===== src/rtl/mem_arb_pkg.sv =====
// Shared types and constants for the fetch/data memory port arbiter.
package mem_arb_pkg;

    typedef enum logic [1:0] {
        IDLE    = 2'd0,
        BUSY_IF = 2'd1,
        BUSY_DM = 2'd2
    } state_e;

    localparam logic PORT_IF = 1'b0;
    localparam logic PORT_DM = 1'b1;

    // Legal watchdog limits are 1..255 busy cycles.
    function automatic bit max_wait_ok(input int unsigned max_wait);
        return (max_wait >= 1) && (max_wait <= 255);
    endfunction

endpackage


===== src/rtl/mem_arb_pick.sv =====
// Two-way request picker: one-hot grant, conflicts go to the port not granted last.
module mem_arb_pick
    import mem_arb_pkg::*;
(
    input  logic       if_req_i,
    input  logic       dm_req_i,
    input  logic       last_i,
    output logic [1:0] gnt_o
);

    always_comb begin
        gnt_o = '0;
        if (if_req_i && dm_req_i) begin
            if (last_i == PORT_DM) begin
                gnt_o[PORT_IF] = 1'b1;
            end else begin
                gnt_o[PORT_DM] = 1'b1;
            end
        end else if (dm_req_i) begin
            gnt_o[PORT_DM] = 1'b1;
        end else if (if_req_i) begin
            gnt_o[PORT_IF] = 1'b1;
        end
    end

endmodule


===== src/rtl/mem_port_arbiter.sv =====
// Shares one variable-latency memory between the fetch and data ports, with a busy watchdog.
// Define MEM_ARB_RR_EN for round-robin conflict resolution; otherwise the data port always wins.
module mem_port_arbiter
    import mem_arb_pkg::*;
#(
    parameter int unsigned ADDR_W   = 32,
    parameter int unsigned DATA_W   = 32,
    parameter int unsigned MAX_WAIT = 15
) (
    input  logic              clk,
    input  logic              reset,
    input  logic              if_req,
    input  logic [ADDR_W-1:0] if_addr,
    output logic              if_gnt,
    output logic              if_rvalid,
    output logic [DATA_W-1:0] if_rdata,
    input  logic              dm_req,
    input  logic              dm_we,
    input  logic [ADDR_W-1:0] dm_addr,
    input  logic [DATA_W-1:0] dm_wdata,
    output logic              dm_gnt,
    output logic              dm_rvalid,
    output logic [DATA_W-1:0] dm_rdata,
    output logic              err,
    output logic              mem_en,
    output logic              mem_we,
    output logic [ADDR_W-1:0] mem_addr,
    output logic [DATA_W-1:0] mem_wdata,
    input  logic [DATA_W-1:0] mem_rdata,
    input  logic              mem_ready
);

    localparam int unsigned       CNT_W = $clog2(MAX_WAIT + 1);
    localparam logic [CNT_W-1:0]  LIMIT = CNT_W'(MAX_WAIT - 1);

    if (!max_wait_ok(MAX_WAIT)) begin : g_bad_max_wait
        $error("mem_port_arbiter: MAX_WAIT must be in 1..255");
    end

    state_e            state_q, state_d;
    logic [CNT_W-1:0]  cnt_q, cnt_d;
    logic              mem_en_q, mem_en_d;
    logic              mem_we_q, mem_we_d;
    logic [ADDR_W-1:0] mem_addr_q, mem_addr_d;
    logic [DATA_W-1:0] mem_wdata_q, mem_wdata_d;
    logic [1:0]        pick_gnt;
    logic              pick_last;
    logic              done;
    logic              timeout;

`ifdef MEM_ARB_RR_EN
    logic last_q;

    // Remembers the most recently granted port; updated only on a grant.
    always_ff @(posedge clk or posedge reset) begin
        if (reset) begin
            last_q <= PORT_IF;
        end else if (if_gnt || dm_gnt) begin
            last_q <= dm_gnt ? PORT_DM : PORT_IF;
        end
    end

    assign pick_last = last_q;
`else
    assign pick_last = PORT_IF;
`endif

    // Requests are masked while reset is held so no grant leaks out of reset.
    mem_arb_pick u_pick (
        .if_req_i (if_req & ~reset),
        .dm_req_i (dm_req & ~reset),
        .last_i   (pick_last),
        .gnt_o    (pick_gnt)
    );

    assign timeout = !mem_ready && (cnt_q == LIMIT);
    assign done    = mem_ready || (cnt_q == LIMIT);

    always_ff @(posedge clk or posedge reset) begin
        if (reset) begin
            state_q     <= IDLE;
            cnt_q       <= '0;
            mem_en_q    <= 1'b0;
            mem_we_q    <= 1'b0;
            mem_addr_q  <= '0;
            mem_wdata_q <= '0;
        end else begin
            state_q     <= state_d;
            cnt_q       <= cnt_d;
            mem_en_q    <= mem_en_d;
            mem_we_q    <= mem_we_d;
            mem_addr_q  <= mem_addr_d;
            mem_wdata_q <= mem_wdata_d;
        end
    end

    always_comb begin
        state_d     = state_q;
        cnt_d       = cnt_q;
        mem_en_d    = mem_en_q;
        mem_we_d    = mem_we_q;
        mem_addr_d  = mem_addr_q;
        mem_wdata_d = mem_wdata_q;
        if_gnt      = 1'b0;
        dm_gnt      = 1'b0;
        if_rvalid   = 1'b0;
        dm_rvalid   = 1'b0;
        if_rdata    = '0;
        dm_rdata    = '0;
        err         = 1'b0;

        case (state_q)
            IDLE: begin
                if (pick_gnt[PORT_DM]) begin
                    dm_gnt      = 1'b1;
                    mem_en_d    = 1'b1;
                    mem_we_d    = dm_we;
                    mem_addr_d  = dm_addr;
                    mem_wdata_d = dm_wdata;
                    cnt_d       = '0;
                    state_d     = BUSY_DM;
                end else if (pick_gnt[PORT_IF]) begin
                    if_gnt      = 1'b1;
                    mem_en_d    = 1'b1;
                    mem_we_d    = 1'b0;
                    mem_addr_d  = if_addr;
                    cnt_d       = '0;
                    state_d     = BUSY_IF;
                end
            end
            BUSY_IF: begin
                if (done) begin
                    if_rvalid = 1'b1;
                    err       = timeout;
                    if_rdata  = mem_ready ? mem_rdata : '0;
                    mem_en_d  = 1'b0;
                    state_d   = IDLE;
                end else begin
                    cnt_d = cnt_q + CNT_W'(1);
                end
            end
            BUSY_DM: begin
                if (done) begin
                    dm_rvalid = 1'b1;
                    err       = timeout;
                    dm_rdata  = (mem_ready && !mem_we_q) ? mem_rdata : '0;
                    mem_en_d  = 1'b0;
                    state_d   = IDLE;
                end else begin
                    cnt_d = cnt_q + CNT_W'(1);
                end
            end
            default: begin
                state_d  = IDLE;
                mem_en_d = 1'b0;
            end
        endcase
    end

    assign mem_en    = mem_en_q;
    assign mem_we    = mem_we_q;
    assign mem_addr  = mem_addr_q;
    assign mem_wdata = mem_wdata_q;

endmodule


===== config.mk =====
export PLATFORM = sky130hd
export DESIGN_NAME = mem_port_arbiter
export DESIGN_NICKNAME = d
export VERILOG_FILES = /design/src/rtl/mem_arb_pkg.sv /design/src/rtl/mem_arb_pick.sv /design/src/rtl/mem_port_arbiter.sv
export SDC_FILE = /design/constraint.sdc
export NUM_CORES = 1
export LEC_CHECK = 0
export BUFFER_PORTS_ARGS = -buffer_cell sky130_fd_sc_hd__buf_2
export CAP_MARGIN = 15
export CORE_AREA = 3 3 102 104
export CTS_BUF_LIST = sky130_fd_sc_hd__clkbuf_8 sky130_fd_sc_hd__clkbuf_16
export CTS_CLUSTER_DIAMETER = 50
export DETAILED_ROUTE_END_ITERATION = 6
export DIE_AREA = 0 0 105 107
export GPL_TIMING_DRIVEN = 0
export HOLD_SLACK_MARGIN = 0.1
export PLACE_DENSITY = 0.87
export SETUP_SLACK_MARGIN = 0.1
export SLEW_MARGIN = 25
export SYNTH_ARGS = -nofsm -noshare
export SYNTH_HDL_FRONTEND = slang
export SYNTH_SLANG_ARGS = --single-unit
export TNS_END_PERCENT = 5

===== constraint.sdc =====
create_clock -name clk -period 2.2 [get_ports clk]
set_input_delay 0 -clock clk [delete_from_list [all_inputs] [get_ports clk]]
set_output_delay 0 -clock clk [all_outputs]
set_load 0.01 [all_outputs]

==> results of run 1 <==
## critical path, cell delays in order, from the launching register on
cell      delay, ps
dfrtp_1         410
inv_1            90
ha_1            170
and3b_1         240
clkbuf_1        380
and2_1          190
buf_2           130
## synth_stat cells
cell	instances	area [um2]
a31oi_1	2	12.51
dfrtp_1	72	1802
nor2b_1	4	25.02
o21ai_1	9	45.04
mux2_2	5	56.30
o21ba_2	1	10.01
nor4b_2	1	15.01
mux2_1	27	304.0
buf_2	1	5.000
nor2_1	3	11.26
and3b_1	1	8.760
buf_4	6	45.04
o31a_1	1	8.760
and3_1	32	200.2
nand2_1	35	131.4
and2_1	32	200.2
clkbuf_1	11	41.29
nand2b_4	2	27.53
nand4b_1	1	8.760
inv_2	2	7.510
a21oi_1	5	25.02
nor2_8	1	20.02
nand2_2	1	6.260
a22o_1	3	26.28
o211a_1	1	10.01
nand2_4	1	11.26
buf_6	5	56.30
nand2b_1	1	6.260
o32a_1	1	10.01
o21ai_0	28	140.1
inv_1	6	22.52
ha_1	5	62.56
nand3_1	1	5.000
o22ai_1	1	6.260
mux2i_1	32	320.3
## report_power, final
group | total [uW] | switching (uW) | internal [uW] | leakage (uW)
Sequential | 2390 | 398 | 1990 | 0.000876
Clock | 1020 | 484 | 539 | 0.000101
Combinational | 3040 | 1670 | 1370 | 0.00267
## registers in the layout, indices dropped and copies added (netlist names)
register	flops
cnt_q	4
mem_addr	32
mem_en	1
mem_wdata	32
mem_we	1
state_q	2
## area by class of cell
type,count,area share [%]
Antenna cell,1,0.03884
Buffer,23,2.292
Clock buffer,10,2.136
Clock inverter,5,0.7768
Inverter,8,0.5050
Multi-Input combinational cell,237,26.61
Sequential cell,72,27.97
Tap cell,133,2.583
Timing Repair Buffer,368,37.09
## timing repair
item | 4_1_cts | 5_1_grt
hold buffers | 99 | 0
endpoints found under the hold margin | 137 | 0
endpoints found under the setup margin | 0 | 2
resized for setup | 0 | 1
## cells by family (layout without fill, tap and decap cells)
group,after synthesis,count (layout),share of synthesized area [%]
compound gates,52,52,7.961
buf+inv,31,414,4.810
flops,72,72,48.78
simple gates,116,116,18.33
other cells,0,1,0
mux,64,64,18.43
fa+ha+maj,5,5,1.694
## per-stage QoR
step	hold WS [ps]	utilization, %
4_1_cts	173.8	66.47
2_1_floorplan	38.49	-
5_1_grt	188.4	66.81
3_5_place_dp	58.51	54.14
3_3_place_gp	215.7	53.91
6_report	188.0	66.84
## path summary, 6_finish.rpt
path | startpoint | end | slack [ps] | cells after the start
max | state_q[0] | dm_rdata[24] | 250 | 6
min | dm_req | state_q[0] | 190 | 3
max reg2reg | state_q[0] | mem_wdata[8] | 430 | 6
min reg2reg | mem_addr[25] | mem_addr[25] | 480 | 2
max in group asynchronous | reset | mem_addr[14] | 1540 | 5
min in group asynchronous | reset | cnt_q[0] | 270 | 4
## routing by layer
layer,vias up,GRT usage [%],wire [um]
met4,0,13.12,552
met1,2013,29.52,5675
li1,1930,-,-
met2,201,49.36,8036
met5,-,0,0
met3,55,6.382,981
## layout by cell type, fill, tap and decap left out, types with 4 or more instances in the layout
master / n
and3_1: 32
buf_6: 5
ha_1: 5
mux2i_1: 32
clkbuf_1: 11
dfrtp_1: 72
nand2_1: 35
mux2_2: 5
nor2b_1: 4
buf_2: 268
o21ai_0: 28
and2_1: 32
clkbuf_8: 10
mux2_1: 27
o21ai_1: 9
dlygate4sd3_1: 98
a21oi_1: 5
buf_4: 6
inv_1: 8
==> run summary, run 1 <==
Min-delay worst type = in2reg
PortBufs = 267
RSZ-0062 raised after global routing = no
Cts bufs inserted = 9
Total grt overflow = 0
Die Ht = 107 um
Vias in the first global route = 4705
Die area = 11240 um2
Via count = 4199
Max-slew violations = 0
CTS root buffer = clkbuf_8
1st-pass router iterations = 4
Sequential share of the synthesized area = 48.78%
Clk_lat worst skew = 340 ps
Post-route cell area = 6442 um2
Actual slew at the worst max-slew pin = 556.3 ps
Final nets = 858
HPWL after detailed placement = 10070 um
First-pass GRT wire length = 24060 um
Post-Route Setup TNS = 0 ps
Crit path max fanout = 10
Gr usage total = 27.08%
Row count = 36
DIE WIDTH = 105 um
ANT nets after route = 0
WP data required = 2200 ps
Status = finished, final reports clean
Final period utilization = 88.46%
Distinct cells, synth = 35
Clk slew on worst S/H paths = 80 ps
Static Leak = 0.003646 uW
F_max = 0.5138 GHz
Number of I/O pins = 269
Seq. cell area = 1802 um2
CTS tree = done
Tmin final = 1946 ps
Core area = 9639 um2
Syn_nets = 479
1st-iter DRT viols = 260
Ys Warns = 0
Multi-input gate area = 1714 um2
Placed cell areas = 5219 um2
Final Wtd Congestion = 0.9951
Crit end category = output pin
Synthesis-to-finish area growth = 74.42%
H-Tree Level Count = 3
Max Buffers Root-to-Sink = 2
Worst Slack Setup Final = 253.8 ps
Flop and latch count out of synthesis = 72
Fin. Hold Viols = 0
Power Density = 1002 nW/um2
Dpl cells = 741
Clock Skews = 8.412 ps
Max Cap Viol = 0
Largest net degree at the start of global routing = 42
Max IR drop VDD = 0.6203 mV
Setup Buffers After CTS = 0
CTS sink cnt = 72
Avg Inst Size Synth = 10.86 um2
Layout cells sized above 1 = 42.74%
DR WL/cell = 17.79 um
Place WS = 313.5 ps
Cell count after synthesis = 340
Drt via density = 4.900
Initial antenna violation count = 0
Initial core utilization = 38.32%
# DRC = 0
Total Wirelength = 15250 um
Number of setup violations in the final report = 0
Synthesized cell area = 3694 um2
Non-filler cells, final = 857
Fillcell total = 724
Slew headroom = 62.74%
WP data arrival = 1950 ps
Worst setup SP type = flip-flop
Pwr Total = 6458 uW
Worst setup path category = reg2out
Note: power is estimated with default switching activity, not from simulation.
==> run 2, diff against run 1 <==
--- a/config.mk
+++ b/config.mk
@@ -12,9 +12,9 @@
 export CTS_CLUSTER_DIAMETER = 50
 export DETAILED_ROUTE_END_ITERATION = 6
 export DIE_AREA = 0 0 105 107
-export GPL_TIMING_DRIVEN = 0
 export HOLD_SLACK_MARGIN = 0.1
 export PLACE_DENSITY = 0.87
+export RECOVER_POWER = 50
 export SETUP_SLACK_MARGIN = 0.1
 export SLEW_MARGIN = 25
 export SYNTH_ARGS = -nofsm -noshare
==> run 2 against run 1 <==
The run now ends with max-capacitance violations, max-slew violations left. Register-to-register slack worse by 120 ps. Critical path depth is 2 higher. Clock skew is 11 ps higher. Clock-buffer cell count is 1 lower. Sequential power hardly changed. Die area stayed put. Critical path type is now in2reg. Largest cell class unchanged. Highest routed layer unchanged.
==> run summary, run 2 (synthesis results as in run 1) <==
WP data required = 2410 ps (was 2200 ps)
Final Wtd Congestion = 0.8960 (was 0.9951)
DR WL/cell = 17.12 um (was 17.79 um)
Core area = 9639 um2 (unchanged)
Synthesis-to-finish area growth = 66.97% (was 74.42%)
Clock Skews = 19.32 ps (was 8.412 ps)
Max Buffers Root-to-Sink = 2 (unchanged)
F_max = 0.5035 GHz (was 0.5138 GHz)
Worst hold endpoint = state_q[0] (unchanged)
1st-iter DRT viols = 269 (was 260)
ANT nets after route = 0 (unchanged)
Actual slew at the worst max-slew pin = 1605 ps (was 556.3 ps)
CTS root buffer = clkbuf_8 (unchanged)
Worst Slack Setup Final = 213.9 ps (was 253.8 ps)
Total Wirelength = 14290 um (was 15250 um)
1st-pass router iterations = 4 (unchanged)
HPWL after detailed placement = 9165 um (was 10070 um)
Fin. Hold Viols = 0 (unchanged)
Commonest non-fill, non-tap cells in the layout = buf_2, dlygate4sd3_1, dfrtp_1 (unchanged)
Final nets = 836 (was 858)
Clk_lat worst skew = 350 ps (was 340 ps)
Die Ht = 107 um (unchanged)
# DRC = 0 (unchanged)
First-pass GRT wire length = 22030 um (was 24060 um)
Clk slew on worst S/H paths = 90 ps (was 80 ps)
Row count = 36 (unchanged)
Reg2reg path depth = 5 (was 6)
Slowest-stage cell, CP = dlygate4sd3_1 (was dfrtp_1)
DIE WIDTH = 105 um (unchanged)
Max IR drop VDD = 0.6901 mV (was 0.6203 mV)
Worst path bufs/invs = 5 (was 3)
Reg-to-Reg End = mem_wdata[29] (was mem_wdata[8])
WP data arrival = 2200 ps (was 1950 ps)
Max-slew violations = 73 (was 0)
Gr usage total = 24.59% (was 27.08%)
Drt via density = 4.823 (was 4.900)
Power Density = 1006 nW/um2 (was 1002 nW/um2)
Slew headroom = -6.986% (was 62.74%)
Post-Route Setup TNS = 0 ps (unchanged)
Inserted Diodes = 0 (was 1)
Static Leak = 0.003338 uW (was 0.003646 uW)
Crit-path most repeated cell = dlygate4sd3_1
Worst r2r src = state_q[1] (was state_q[0])
Cts bufs inserted = 9 (unchanged)
Worst setup SP type = input pin (was flip-flop)
Via count = 4027 (was 4199)
Commonest non-fill, non-tap cell in the layout = buf_2 (unchanged)
CTS sink cnt = 72 (unchanged)
Largest net degree at the start of global routing = 73 (was 42)
PortBufs = 268 (was 267)
Tmin final = 1986 ps (was 1946 ps)
Crit end category = flip-flop (was output pin)
Cell family with most CP delay = buffers and inverters (unchanged)
Failing checks = max-capacitance violations, max-slew violations
Layout cells sized above 1 = 33.48% (was 42.74%)
Pwr Total = 6203 uW (was 6458 uW)
Max Cap Viol = 1 (was 0)
Place WS = 315.9 ps (was 313.5 ps)
Die area = 11240 um2 (unchanged)
Initial core utilization = 38.32% (unchanged)
Crit-path max cell delay = 580 ps (was 410 ps)
Initial antenna violation count = 0 (unchanged)
Fin util = 63.98% (was 66.84%)
Min-delay worst type = in2reg (unchanged)
Status = finished with violations (was finished, final reports clean)
RSZ-0062 raised after global routing = no (unchanged)
Cells along the critical path = dlygate4sd3_1 -> buf_2 -> inv_2 -> nand2_4 -> buf_6 -> mux2i_1 -> dlygate4sd3_1 -> o21ai_0 (was inv_1 -> ha_1 -> and3b_1 -> clkbuf_1 -> and2_1 -> buf_2)
Total grt overflow = 0 (unchanged)
Worst R2R Setup Slack = 310 ps (was 430 ps)
Number of setup violations in the final report = 0 (unchanged)
H-Tree Level Count = 3 (unchanged)
Final period utilization = 90.28% (was 88.46%)
Number of I/O pins = 269 (unchanged)
CTS tree = done (unchanged)
Worst setup path category = in2reg (was reg2out)
Hold path cells = 3 (unchanged)
Crit path max fanout = 27 (was 10)
Hold_sp = dm_req (unchanged)
Vias in the first global route = 4248 (was 4705)
## run 2: worst max path at each step
stage | startpoint | depth (start not counted) | end | slack, ps
2_1_floorplan | reset | 5 | mem_wdata[0] | 320
3_3_place_gp | state_q[0] | 5 | mem_wdata[28] | 430
3_5_place_dp | state_q[1] | 5 | mem_wdata[7] | 320
4_1_cts | state_q[0] | 5 | dm_rdata[14] | 110
5_1_grt | reset | 4 | mem_addr[16] | 60
6_report | reset | 8 | mem_addr[30] | 210
## run 2: metal layers
| metal | vias to the layer above | global-route usage, % | routed length [um] |
|---|---|---|---|
| met5 | - | 0 | 0 |
| li1 | 1883 | - | - |
| met4 | 0 | 8.903 | 422 |
| met2 | 184 | 43.63 | 7526 |
| met3 | 40 | 7.164 | 875 |
| met1 | 1920 | 28.17 | 5468 |
## run 2: metrics by stage
stage,hold slack [ps],std cells,cell area [um2]
2_1_floorplan,38.49,340,3694
3_3_place_gp,215.3,721,5076
3_5_place_dp,221.5,721,5076
4_1_cts,153.8,835,6252
5_1_grt,144.2,835,6167
6_report,167.9,835,6167
## run 2: worst reg2reg max path, delay by kind of cell, from the launching register on
family                     cells  cell delay [ps]
and+or+nand+nor                1              460
muxes                          1              420
DFF                            1              410
adders and majority gates      1              250
buffers and inverters          2              230
## run 2: what timing repair did
item | CTS | global route
buffers inserted | 0 | 0
setup endpoints to repair | 0 | 90
hold buffers | 98 | 0
endpoints found under the hold margin | 137 | 0
resized for setup | 0 | 3
## run 2: cell type report
cell class / instances / area (um2)
Tap cell: 133 / 166.4
Inverter: 8 / 30.03
Clock inverter: 7 / 71.32
Fill cell: 801 / 3472
Multi-Input combinational cell: 237 / 1710
Sequential cell: 72 / 1802
Clock buffer: 9 / 123.9
Timing Repair Buffer: 369 / 2263
## run 2: power by group
| group | internal, uW | total (uW) | switching (uW) |
|---|---|---|---|
| combinational | 1120 | 2740 | 1620 |
| sequential | 1990 | 2400 | 408 |
| clock | 524 | 1060 | 539 |
| total | 3640 | 6200 | 2560 |
==> run 3, diff against run 2 <==
--- a/config.mk
+++ b/config.mk
@@ -14,7 +14,6 @@
 export DIE_AREA = 0 0 105 107
 export HOLD_SLACK_MARGIN = 0.1
 export PLACE_DENSITY = 0.87
-export RECOVER_POWER = 50
 export SETUP_SLACK_MARGIN = 0.1
 export SLEW_MARGIN = 25
 export SYNTH_ARGS = -nofsm -noshare
==> run 3 against run 2 <==
The run now ends clean. Critical path depth unchanged. First-iteration DRC count shrank 13%. Clock power about the same. Flip-flop and latch count unchanged. Worst hold slack better by 1.8 ps. Core utilization rose by 0.96 points. Maximum frequency is 0.25% lower.
==> run summary, run 3 (synthesis results as in run 1) <==
Status = finished, final reports clean (was finished with violations)
Core area = 9639 um2 (unchanged)
WP data required = 2410 ps (about the same)
Slew headroom = 38.83% (was -6.986%)
Max Cap Viol = 0 (was 1)
Clk_lat worst skew = 340 ps (was 350 ps)
Total Wirelength = 14250 um (was 14290 um)
Number of setup violations in the final report = 0 (unchanged)
Crit end category = flip-flop (unchanged)
Clock Skews = 18.51 ps (was 19.32 ps)
Number of I/O pins = 269 (unchanged)
Crit path max fanout = 27 (unchanged)
Max-slew violations = 0 (was 73)
Initial antenna violation count = 0 (unchanged)
CTS root buffer = clkbuf_8 (unchanged)
Fin util = 64.94% (was 63.98%)
Max Buffers Root-to-Sink = 2 (unchanged)
Fin. Hold Viols = 0 (unchanged)
Max IR drop VDD = 0.7145 mV (was 0.6901 mV)
Row count = 36 (unchanged)
Gr usage total = 24.59% (unchanged)
Final period utilization = 90.51% (was 90.28%)
Power Density = 1016 nW/um2 (was 1006 nW/um2)
Fillcell total = 764 (was 801)
Die Ht = 107 um (unchanged)
Actual slew at the worst max-slew pin = 917.5 ps (was 1605 ps)
Final nets = 836 (unchanged)
Inserted Diodes = 0 (unchanged)
Commonest non-fill, non-tap cells in the layout = buf_2, dlygate4sd3_1, dfrtp_1 (unchanged)
Vias in the first global route = 4248 (unchanged)
Cts bufs inserted = 9 (unchanged)
Tmin final = 1991 ps (was 1986 ps)
DR WL/cell = 17.07 um (was 17.12 um)
Worst setup SP type = input pin (unchanged)
Min-delay worst type = in2reg (unchanged)
CTS sink cnt = 72 (unchanged)
Die area = 11240 um2 (unchanged)
Met3 layer usage reported by global route = 7.164% (unchanged)
Commonest non-fill, non-tap cell in the layout = buf_2 (unchanged)
Hold_sp = dm_req (unchanged)
Static Leak = 0.003548 uW (was 0.003338 uW)
Worst r2r src = state_q[1] (unchanged)
Worst R2R Setup Slack = 320 ps (was 310 ps)
Grt peak-use layer = met2 (unchanged)
F_max = 0.5022 GHz (was 0.5035 GHz)
Worst hold endpoint = state_q[0] (unchanged)
WP data arrival = 2200 ps (about the same)
Grt met2 use = 43.63% (unchanged)
Reg2reg path depth = 5 (unchanged)
H-Tree Level Count = 3 (unchanged)
# DRC = 0 (unchanged)
Layout cells sized above 1 = 43.02% (was 33.48%)
First-pass GRT wire length = 22030 um (unchanged)
ANT nets after route = 0 (unchanged)
Met1 Use GR = 28.17% (unchanged)
Post-Route Setup TNS = 0 ps (unchanged)
RSZ-0062 raised after global routing = no (unchanged)
Final Wtd Congestion = 0.8960 (unchanged)
Largest net degree at the start of global routing = 73 (unchanged)
PortBufs = 268 (unchanged)
Initial core utilization = 38.32% (unchanged)
Reg-to-Reg End = mem_wdata[27] (was mem_wdata[29])
CTS tree = done (unchanged)
Via count = 4077 (was 4027)
Worst setup path category = in2reg (unchanged)
Hold path cells = 3 (unchanged)
HPWL after detailed placement = 9165 um (unchanged)
Total grt overflow = 0 (unchanged)
1st-iter DRT viols = 233 (was 269)
Drt via density = 4.883 (was 4.823)
1st-pass router iterations = 4 (unchanged)
DIE WIDTH = 105 um (unchanged)
Synthesis-to-finish area growth = 69.48% (was 66.97%)
Clk slew on worst S/H paths = 90 ps (about the same)
==> run 3: changes by cell type in the layout (fill, tap and decap cells not counted) <==
| cell | change |
|---|---|
| buf_2 | +65 |
| buf_4 | +1 |
| clkbuf_1 | -66 |
| nand2b_1 | -1 |
| nand2b_4 | +1 |
==> run 3: layout make-up <==
cell class	count	area, um2	share of cell area, %
flip-flops and latches	72	1802	28.78
clock buffers	9	123.9	1.979
repair buffers	369	2349	37.52
well taps	133	166.4	2.658
inverters	8	30.03	0.4797
clock inverters	7	71.32	1.139
multi-input cells	237	1718	27.44
==> run 3: critical path, stage by stage <==
cell and delay (ps):
dlygate4sd3_1 550, buf_2 150, inv_2 50, nand2_4 160
buf_6 330, mux2i_1 270, dlygate4sd3_1 580, o21ai_0 80
==> run 3: stage by stage <==
step           instances  power [uW]  instance area (um2)  setup slack [ps]  hold slack (ps)
6_report             835        6362                 6260             208.8            169.7
5_1_grt              835        6765                 6260             109.2            144.2
4_1_cts              835        6302                 6252             105.3            153.8
3_5_place_dp         721        5087                 5076             315.9            221.5
3_3_place_gp         721        4918                 5076             430.1            215.3
2_1_floorplan        340        3914                 3694             315.6            38.49
==> run 3: worst max path at each step <==
stage	start	end	slack (ps)	cells after the start
6_report	reset	mem_addr[30]	210	8
5_1_grt	reset	mem_addr[30]	110	8
4_1_cts	state_q[0]	dm_rdata[14]	110	5
3_5_place_dp	state_q[1]	mem_wdata[7]	320	5
3_3_place_gp	state_q[0]	mem_wdata[28]	430	5
2_1_floorplan	reset	mem_wdata[0]	320	5
==> run 3: what timing repair did <==
action / 4_1_cts / 5_1_grt
buffers inserted: 0 / 0
gates resized for setup: 0 / 3
endpoints found under the hold margin: 137 / 0
hold buffers: 98 / 0
endpoints found under the setup margin: 0 / 90
==> run 3: per-layer routing <==
layer | up-vias | share of wire (%) | wire length, um
met5 | - | 0 | 0
li1 | 1886 | - | -
met4 | 0 | 3.4 | 488
met3 | 47 | 6.2 | 882
met2 | 192 | 53 | 7486
met1 | 1952 | 38 | 5396
==> run 3: where the power goes <==
group	total (uW)	switching, uW	internal (uW)	leakage, uW
Clock	1060	536	524	0.0000970
Combinational	2920	1620	1300	0.00258
Sequential	2380	392	1990	0.000876
